File: src/rtl/celebration_led_scheduler.sv
// celebration_led_scheduler: shares the tri-colour status LED between prioritised match-event
// blink sequences and the end-of-game rainbow generator.  Rev 1.0
`default_nettype none

module celebration_led_scheduler #(
  parameter int BLINK_HALF = 12_500_000,
  parameter int BLINKS     = 3,
  parameter int CNT_W      = 24
) (
  input  logic       clk,
  input  logic       reset,
  input  logic       ev_wicket,
  input  logic       ev_six,
  input  logic       ev_four,
  input  logic       game_over,
  input  logic       rb_red,
  input  logic       rb_grn,
  input  logic       rb_blu,
  output logic       rainbow_en,
  output logic       red,
  output logic       grn,
  output logic       blu,
  output logic       busy,
  output logic [1:0] cur_event
);

  typedef enum logic [1:0] {
    S_IDLE    = 2'd0,
    S_SHOW    = 2'd1,
    S_GAP     = 2'd2,
    S_RAINBOW = 2'd3
  } state_t;

  localparam logic [CNT_W-1:0] c_ph_last = CNT_W'(BLINK_HALF - 1);
  localparam logic [3:0]       c_bl_last = 4'(BLINKS);

  state_t           state_q, state_d;
  logic [2:0]       pend_q, pend_d;   // {wicket, six, four}
  logic [2:0]       col_q, col_d;     // {red, grn, blu}
  logic [2:0]       led_q, led_d;
  logic [1:0]       ev_q, ev_d;
  logic [CNT_W-1:0] phase_q, phase_d;
  logic [3:0]       blink_q, blink_d;
  logic [2:0]       clr;
  logic             drop_all;

  always_ff @(posedge clk or posedge reset) begin
    if (reset) begin
      state_q <= S_IDLE;
      pend_q  <= '0;
      col_q   <= '0;
      led_q   <= '0;
      ev_q    <= '0;
      phase_q <= '0;
      blink_q <= '0;
    end else begin
      state_q <= state_d;
      pend_q  <= pend_d;
      col_q   <= col_d;
      led_q   <= led_d;
      ev_q    <= ev_d;
      phase_q <= phase_d;
      blink_q <= blink_d;
    end
  end

  always_comb begin
    state_d  = state_q;
    col_d    = col_q;
    ev_d     = ev_q;
    phase_d  = phase_q;
    blink_d  = blink_q;
    clr      = 3'b000;
    drop_all = 1'b0;

    case (state_q)
      S_IDLE: begin
        if (game_over) begin
          state_d  = S_RAINBOW;
          drop_all = 1'b1;
        end else if (pend_q != 3'b000) begin
          state_d = S_SHOW;
          phase_d = '0;
          blink_d = 4'd1;
          if (pend_q[2]) begin
            clr   = 3'b100;
            col_d = 3'b100;
            ev_d  = 2'd3;
          end else if (pend_q[1]) begin
            clr   = 3'b010;
            col_d = 3'b010;
            ev_d  = 2'd2;
          end else begin
            clr   = 3'b001;
            col_d = 3'b001;
            ev_d  = 2'd1;
          end
        end
      end

      S_SHOW, S_GAP: begin
        if (game_over) begin
          state_d  = S_RAINBOW;
          drop_all = 1'b1;
          ev_d     = 2'd0;
          phase_d  = '0;
          blink_d  = '0;
        end else if (phase_q == c_ph_last) begin
          phase_d = '0;
          if (state_q == S_SHOW) begin
            state_d = S_GAP;
          end else if (blink_q == c_bl_last) begin
            state_d = S_IDLE;
            ev_d    = 2'd0;
          end else begin
            blink_d = blink_q + 4'd1;
            state_d = S_SHOW;
          end
        end else begin
          phase_d = phase_q + 1'b1;
        end
      end

      S_RAINBOW: begin
        drop_all = 1'b1;
        if (!game_over) begin
          state_d = S_IDLE;
        end
      end

      default: begin
        state_d = S_IDLE;
      end
    endcase
  end

  // A grant clears its bit but a same-cycle pulse re-arms it, so the shown event can replay once.
  always_comb begin
    if (drop_all) begin
      pend_d = 3'b000;
    end else begin
      pend_d = (pend_q & ~clr) | {ev_wicket, ev_six, ev_four};
    end
  end

  always_comb begin
    case (state_d)
      S_SHOW:    led_d = col_d;
      S_RAINBOW: led_d = {rb_red, rb_grn, rb_blu};
      default:   led_d = 3'b000;
    endcase
  end

  assign red        = led_q[2];
  assign grn        = led_q[1];
  assign blu        = led_q[0];
  assign busy       = (state_q != S_IDLE);
  assign rainbow_en = (state_q == S_RAINBOW);
  assign cur_event  = ev_q;

endmodule

`default_nettype wire

File: config.mk
export PLATFORM = sky130hd
export DESIGN_NAME = celebration_led_scheduler
export DESIGN_NICKNAME = d
export VERILOG_FILES = /design/src/rtl/celebration_led_scheduler.sv
export SDC_FILE = /design/constraint.sdc
export NUM_CORES = 1
export LEC_CHECK = 0
export CORE_ASPECT_RATIO = 0.7
export CORE_MARGIN = 5
export CORE_UTILIZATION = 30
export CTS_CLUSTER_DIAMETER = 50
export DETAILED_ROUTE_END_ITERATION = 10
export PLACE_DENSITY = 0.46
export SYNTH_ARGS = -nofsm -noshare
export SYNTH_HDL_FRONTEND = slang
export SYNTH_SLANG_ARGS = --single-unit
File: constraint.sdc
create_clock -name clk -period 2.3 [get_ports clk]
set_input_delay 0.575 -clock clk [delete_from_list [all_inputs] [get_ports clk]]
set_output_delay 0.575 -clock clk [all_outputs]
set_load 0.02 [all_outputs]
**Word level (Yosys, flattened, before mapping)**

Index checks and enable logic that the tools add are counted.

- Add/sub/neg operators: 2
- Multipliers: 0
- Divide/modulo/power cells: 0
- Magnitude comparators: 0
- Eq/ne operators: 13
- Shift operators: 0
- Multiplexer cells: 41
- Bitwise gates (word level): 3
- Reductions and logical operators: 9

Operators by type and width:

| operator | number |
|---|---|
| $mux 24 | 4 |
| $pmux 24 s2 | 1 |
| $mux 2 | 15 |
| $add 24x1->24 const B | 1 |
| $eq 24x24->1 const B | 1 |
| $mux 3 | 8 |
| $mux 4 | 6 |
| $ne 3x3->1 const B | 4 |
| $reduce_and 6->1 | 2 |
| $pmux 4 s2 | 1 |
| $eq 2x2->1 const B | 3 |
| $pmux 2 s3 | 1 |
| $pmux 3 s2 | 1 |
| $add 4x1->4 const B | 1 |
| $eq 2x1->1 const B | 2 |
| $eq 4x2->1 const B | 1 |
| $ne 2x2->1 const B | 2 |
| $pmux 2 s2 | 1 |
| $reduce_bool 2->1 | 2 |
| $and 3x3->3 | 1 |
| $not 3->3 | 1 |
| $or 3x3->3 | 1 |
| $reduce_and 3->1 | 1 |
| $reduce_bool 3->1 | 1 |
| 5 further kinds | 6 |

- Bits in registers: 41
- Bits in latches: 0
- Bits in writable memories: 0
- Memory bits (read-only): 0
- Input port bits: 9
- Word-level logic and storage cells: 75
- Memories: 0

**Depth between registers and ports, before layout**

Gate-level depths: netlist of run 1.

- Depth after elaboration: 9
- Mapped depth: 9
- Depth with buffers taken out: 7

**Worst setup path before layout of run 1**

OpenSTA, ideal clock, no wires.

- Kind: register -> register
- Start: register state_q[1]
- End: register phase_q[20]
- Setup time: 0.073 ns
- Arrival: 1.926 ns
- Path slack: 0.301 ns
- Cell stages (with the launch flop): 8
- Period minus slack after synthesis: 1.999 ns
- Path through: dfrtp_1 > inv_1 > ha_1 > nand2b_1 > o21ai_4 > nand3_1 > or4_4 > a21oi_2

- Word-level cells in the longest chain between the ends: 4

RTL lines:

| element | line | text |
|---|---|---|
| from (decl) | 37 | `state_t state_q, state_d;` |
| from (signal assigned) | 57 | `state_q <= state_d;` |
| $eq 2x1->1 or $eq 2x2->1 (tied branches) | 76 | `case (state_q)` |
| $reduce_or 2->1 | 76 |  |
| $reduce_bool 2->1 (no source line) | -- |  |
| $reduce_and 3->1 (no source line) | -- |  |
| to (signal assigned) | 62 | `phase_q <= phase_d;` |
| to (decl) | 42 | `logic [CNT_W-1:0] phase_q, phase_d;` |

Several ways; a longest one is shown, not always the timed one.
A chain may end at the register's enable or synchronous reset.

**Final worst setup path of run 1**

- Start: register state_q[1]
- End: output rainbow_en

- Word-level cells in the longest chain between the ends: 1

RTL lines:

| element | line | text |
|---|---|---|
| $eq 2x2->1 | 158 | `assign rainbow_en = (state_q == S_RAINBOW);` |
| to (decl) | 19 | `output logic rainbow_en,` |

Every way passes these cells.

==> reports/metrics.csv, run 1 <==
metric;value;unit
outcome;finished, final reports clean;
hold_sp;cur_event[0]$_DFFE_PP0P_;
hold buffer count at cts;0;
P&R area growth vs syn;24.9;%
clock skew;0.0101;ns
root buf cell;clkbuf_16;
cts bufs inserted;5;
largest net degree at the start of global routing;42;
max cap viols;0;
total core area;7840;um2
r2r worst-path depth;7;
Synth cell types;52;
ys flop type;dfrtp_1;
minimum clock period;2.17;ns
Die Y;84.9;um
Worst setup SP type;flop;
routed vias;2027;
Iteration-0 DRC Markers;105;
Fin. Hold Viols;0;
hold_ws;0.489;ns
vias in the first global route;1868;
Syn. warnings;0;
largest cells by area after synthesis;dfrtp_1, nor2_1, a21oi_1;
required time worst endpoint;1.73;ns
Final GP Congestion;0.765;
initial antenna violation count;0;
Worst EP arrival;1.60;ns
top cell type by total area after synthesis;dfrtp_1;
Global Route Usage Sum;0.131;
number of synthesized register bits;41;
Leakage;0.00128;uW
WHS Endpoint;cur_event[0]$_DFFE_PP0P_;
Commonest cells post-synth;dfrtp_1, nor2_1, a21oi_1, nand2_1;
Syn Std Cell Area;2400;um2
fmax;460;MHz
IO Pins;16;
detailed-placement wirelength estimate;4490;um
RSZ-0062 raised after global routing;no;
Reg clk slew, reported paths;0.06;ns
Clock Path Buffers;2;
synthesized net count;269;
Starting Density;0.307;
fin nets;307;
DRT Pass-1 Iters;4;
die area;9930;um2
# Post-CTS Setup Buffers;0;
Remaining DRCs;0;
Port Buffers;15;
CTS tree;done;
Overflow after GRT;0;
Post-Route WL;5980;um
Avg Cell Area, Syn;9.42;um2
Die Wd;117;um
maximum fanout along the worst path;6;
Sum Neg Setup Slack;0;ns
worst hold path class;flop to flop;
Via density;5.13;
H-tree levels;2;
Post-synth ARST share;1.00;
worst r2r src;state_q[0]$_DFF_PP0_;
# diodes;0;
Hold Path Stages;1;
post-synthesis sequential area ratio;0.427;
R2R Setup Slk;0.20;ns
PD cells;1120;nW/um2
clock network latency to the later pin of the worst-skew pair;0.29;ns
first-pass GRT wire length;10100;um
post-route ant nets;0;
Mapped Cells;255;
WL/cell;15.1;um
slew of the pin with the lowest slew margin;0.561;ns
count leader, synth;dfrtp_1;
final setup violating endpoints;0;
row count;27;
Post-synth EDFFs;0;
FF-to-FF End;blink_q[0]$_DFFE_PP0P_;
maximum VDD drop;0.637;mV
nature of the critical path endpoint;output port;
Crit Path Category;flop to output port;
Yosys top cell area share;0.427;
fin crit share;0.945;
final slew viol count;0;
Post-CTS Resized;1;
Clock Sinks;41;
relative slew slack;0.622;
layout cells sized above 1;0.173;
[layer usage]
layer | share of wire | GRT usage
met5 | 0 | 0
met4 | 0.0079 | 0.0344
met3 | 0.054 | 0.0321
met2 | 0.36 | 0.154
met1 | 0.58 | 0.224
[registers in the layout (all words and copies together) (netlist names)]
| name | flops |
|---|---|
| phase_q | 24 |
| blink_q | 4 |
| col_q | 3 |
| led_q | 3 |
| pend_q | 3 |
| cur_event | 2 |
| state_q | 2 |
[worst max-delay path, stage by stage, from the launching register on]
cell and delay [ns]:
dfrtp_1 0.36, buf_4 0.15, ha_1 0.18, clkdlybuf4s50_1 0.61
[stage by stage]
stage	area (um2)	util	total power, uW	std cells	setup slack (ns)
final	3000	0.383	3370	395	0.128
after global routing	3000	0.383	3640	395	0.0561
after CTS	3000	0.383	3410	395	0.107
after detailed placement	2850	0.363	2650	387	0.0159
after global placement	2850	0.363	2670	387	0.0385
after floorplan	2400	-	1980	255	0.301
[report_power, final]
group          internal (uW)  switching [uW]
Clock                    459             280
Combinational            708             996
Sequential               847            79.2
Total                   2010            1360
[worst max-delay path by stage]
stage	to	cells past startpoint	slack (ns)	from
floorplan	phase_q[20]$_DFFE_PP0P_	7	0.30	state_q[1]$_DFF_PP0_
global placement	phase_q[22]$_DFFE_PP0P_	7	0.04	game_over
detailed placement	blink_q[2]$_DFFE_PP0P_	6	0.02	game_over
CTS	rainbow_en	3	0.11	state_q[1]$_DFF_PP0_
global route	led_q[2]$_DFF_PP0_	5	0.06	blink_q[0]$_DFFE_PP0P_
finish	rainbow_en	3	0.13	state_q[1]$_DFF_PP0_
[area by class of cell]
type / instances / area, um2
well taps: 101 / 126
multi-input cells: 191 / 1280
flip-flops and latches: 41 / 1030
clock inverters: 1 / 5.00
repair buffers: 40 / 362
clock buffers: 7 / 153
fillers: 818 / 4840
inverters: 14 / 52.6
[cells in the final DEF, fill, tap and decap left out, types with 2 or more instances in the layout]
cell type / instances
dfrtp_1: 41
nor2_1: 27
buf_4: 23
a21oi_1: 18
nand2_1: 15
nand4_1: 14
clkdlybuf4s50_1: 14
inv_1: 13
xor2_1: 10
nand3_1: 9
nor3_1: 9
o21ai_0: 9
o31ai_1: 7
nor4_1: 6
xnor2_1: 6
and4_1: 6
and3_1: 5
ha_1: 5
clkbuf_16: 5
or3_1: 4
or4_1: 4
a31oi_1: 3
a21oi_2: 2
nor2b_1: 2
a211oi_2: 2
a22oi_1: 2
clkbuf_8: 2
buf_12: 2
[cells by family after synthesis]
| family | synth area share |
|---|---|
| buf+inv | 0.0411 |
| simple gates | 0.293 |
| compound gates | 0.145 |
| mux | 0.00937 |
| flops | 0.427 |
| xor+xnor | 0.0583 |
| fa+ha+maj | 0.0260 |
Power figures use the tool's default switching activity.
==> run 2: changes to the inputs <==
CORE_UTILIZATION = 59   (was 30)
GPL_ROUTABILITY_DRIVEN = 0   (was not set)
PLACE_DENSITY = 0.8   (was 0.46)
==> reports/metrics.csv, run 2 (synthesized netlist as in run 1, its figures left out) <==
metric;value;unit
Via density;6.11;
Hold Path Stages;1;
slew of the pin with the lowest slew margin;0.524;ns
Starting Density;0.612;
H-tree levels;2;
FF-to-FF End;phase_q[23]$_DFFE_PP0P_;
P_sw;1340;uW
DRT Pass-1 Iters;4;
worst r2r src;state_q[0]$_DFF_PP0_;
fmax;455;MHz
die area;5470;um2
Largest regs;phase_q: 24 flops, blink_q: 4 flops;
fin crit share;0.957;
R2R Setup Slk;0.16;ns
Final Worst Setup Slack;0.0998;ns
Remaining DRCs;0;
# diodes;0;
Clk network pwr share;0.186;
clock skew;0.00649;ns
hold buffer count at cts;0;
row count;19;
routed vias;2076;
commonest non-fill, non-tap cell in the layout;dfrtp_1;
Layout fillers;286;
maximum fanout along the worst path;6;
worst hold path class;flop to flop;
maximum VDD drop;0.996;mV
r2r worst-path depth;8;
layout cells sized above 1;0.156;
root buf cell;clkbuf_8;
total core area;3920;um2
hold_sp;cur_event[0]$_DFFE_PP0P_;
outcome;finished, final reports clean;
Worst Path Buf+Inv;2;
max cap viols;0;
post-route ant nets;0;
Worst setup SP type;flop;
final slew viol count;0;
initial antenna violation count;0;
WHS Endpoint;cur_event[0]$_DFFE_PP0P_;
minimum setup slack after placement;-0.0455;ns
Die Y;63.4;um
largest net degree at the start of global routing;42;
Reg clk slew, reported paths;0.08;ns
Leakage;0.00123;uW
PD cells;1140;nW/um2
minimum clock period;2.20;ns
relative slew slack;0.647;
Clock Sinks;41;
WL/cell;16.4;um
CTS tree;done;
P_int;1910;uW
fin nets;301;
Reg with most FFs;phase_q;
Port Buffers;15;
required time worst endpoint;1.73;ns
Die Wd;86.3;um
Finished Core Util;0.725;
detailed-placement wirelength estimate;4040;um
Global Route Usage Sum;0.225;
CP max stage delay;0.61;ns
multi-input logic area;1280;um2
final instance area;2840;um2
CP top delay family;buffers and inverters;
vias in the first global route;1933;
nature of the critical path endpoint;output port;
Worst EP arrival;1.63;ns
CP cell instances;buf_4, ha_1, clkdlybuf4s50_1;
Crit Path Category;flop to output port;
Clock Path Buffers;2;
Switching Share;0.412;
P&R area growth vs syn;18.4;%
CP max-delay cell;clkdlybuf4s50_1;
Sum Neg Setup Slack;0;ns
Gate power share;0.525;
Iteration-0 DRC Markers;152;
final setup violating endpoints;0;
Seq. cell area;1030;um2
first-pass GRT wire length;9710;um
Post-DP Area;2730;um2
RSZ-0062 raised after global routing;no;
Post-Route WL;5580;um
Flop pwr share;0.289;
Overflow after GRT;0;
IO Pins;16;
max reg flops;24;
cts bufs inserted;5;
commonest cells after routing, fill and taps aside;dfrtp_1, nor2_1, a21oi_1, buf_4, nand2_1;
Fin. Hold Viols;0;
clock network latency to the later pin of the worst-skew pair;0.30;ns
run 2: metrics by stage:
| step | total power [uW] | cells | hold slack, ns |
|---|---|---|---|
| finish | 3250 | 340 | 0.494 |
| global route | 3470 | 340 | 0.524 |
| CTS | 3240 | 340 | 0.501 |
| detailed placement | 2620 | 332 | 0.485 |
| global placement | 2580 | 332 | 0.478 |
| floorplan | 1980 | 255 | 0.475 |
run 2: worst max path at each step:
stage                         startpoint                 endpoint  slack, ns  cells past startpoint
floorplan           state_q[1]$_DFF_PP0_  phase_q[20]$_DFFE_PP0P_       0.30                      7
global placement               game_over  phase_q[23]$_DFFE_PP0P_       0.02                      7
detailed placement             game_over  phase_q[23]$_DFFE_PP0P_      -0.05                      7
CTS                 state_q[1]$_DFF_PP0_               rainbow_en       0.08                      3
global route        state_q[1]$_DFF_PP0_               rainbow_en      0.001                      3
finish              state_q[1]$_DFF_PP0_               rainbow_en        0.1                      3
run 2: layer usage:
metal,part of all wire,global-route usage,up-vias,wire length [um]
li1,-,-,1008,-
met1,0.49,0.359,993,2750
met2,0.43,0.299,66,2400
met3,0.063,0.0469,9,351
met4,0.013,0.0720,0,75
met5,0,0,-,0
run 2: cell type report:
type | instances | share of cell area
Clock inverter | 1 | 0.0106
Inverter | 14 | 0.0185
Sequential cell | 41 | 0.361
Multi-Input combinational cell | 191 | 0.450
Tap cell | 52 | 0.0229
Clock buffer | 7 | 0.0304
Timing Repair Buffer | 34 | 0.107
run 2: timing repair:
| action | in CTS | in global routing |
|---|---|---|
| setup buffers | 0 | 0 |
| resized for setup | 1 | 1 |
| endpoints found under the hold margin | 0 | 0 |
| gates cloned | 0 | 0 |
| endpoints found under the setup margin | 1 | 1 |
run 2: power groups by stage:
stage / Clock [uW] / Combinational, uW / Sequential [uW]
after floorplan: 0 / 999 / 981
after global placement: 0 / 1640 / 942
after detailed placement: 0 / 1680 / 948
after CTS: 617 / 1690 / 936
after global routing: 657 / 1860 / 957
final: 604 / 1710 / 937
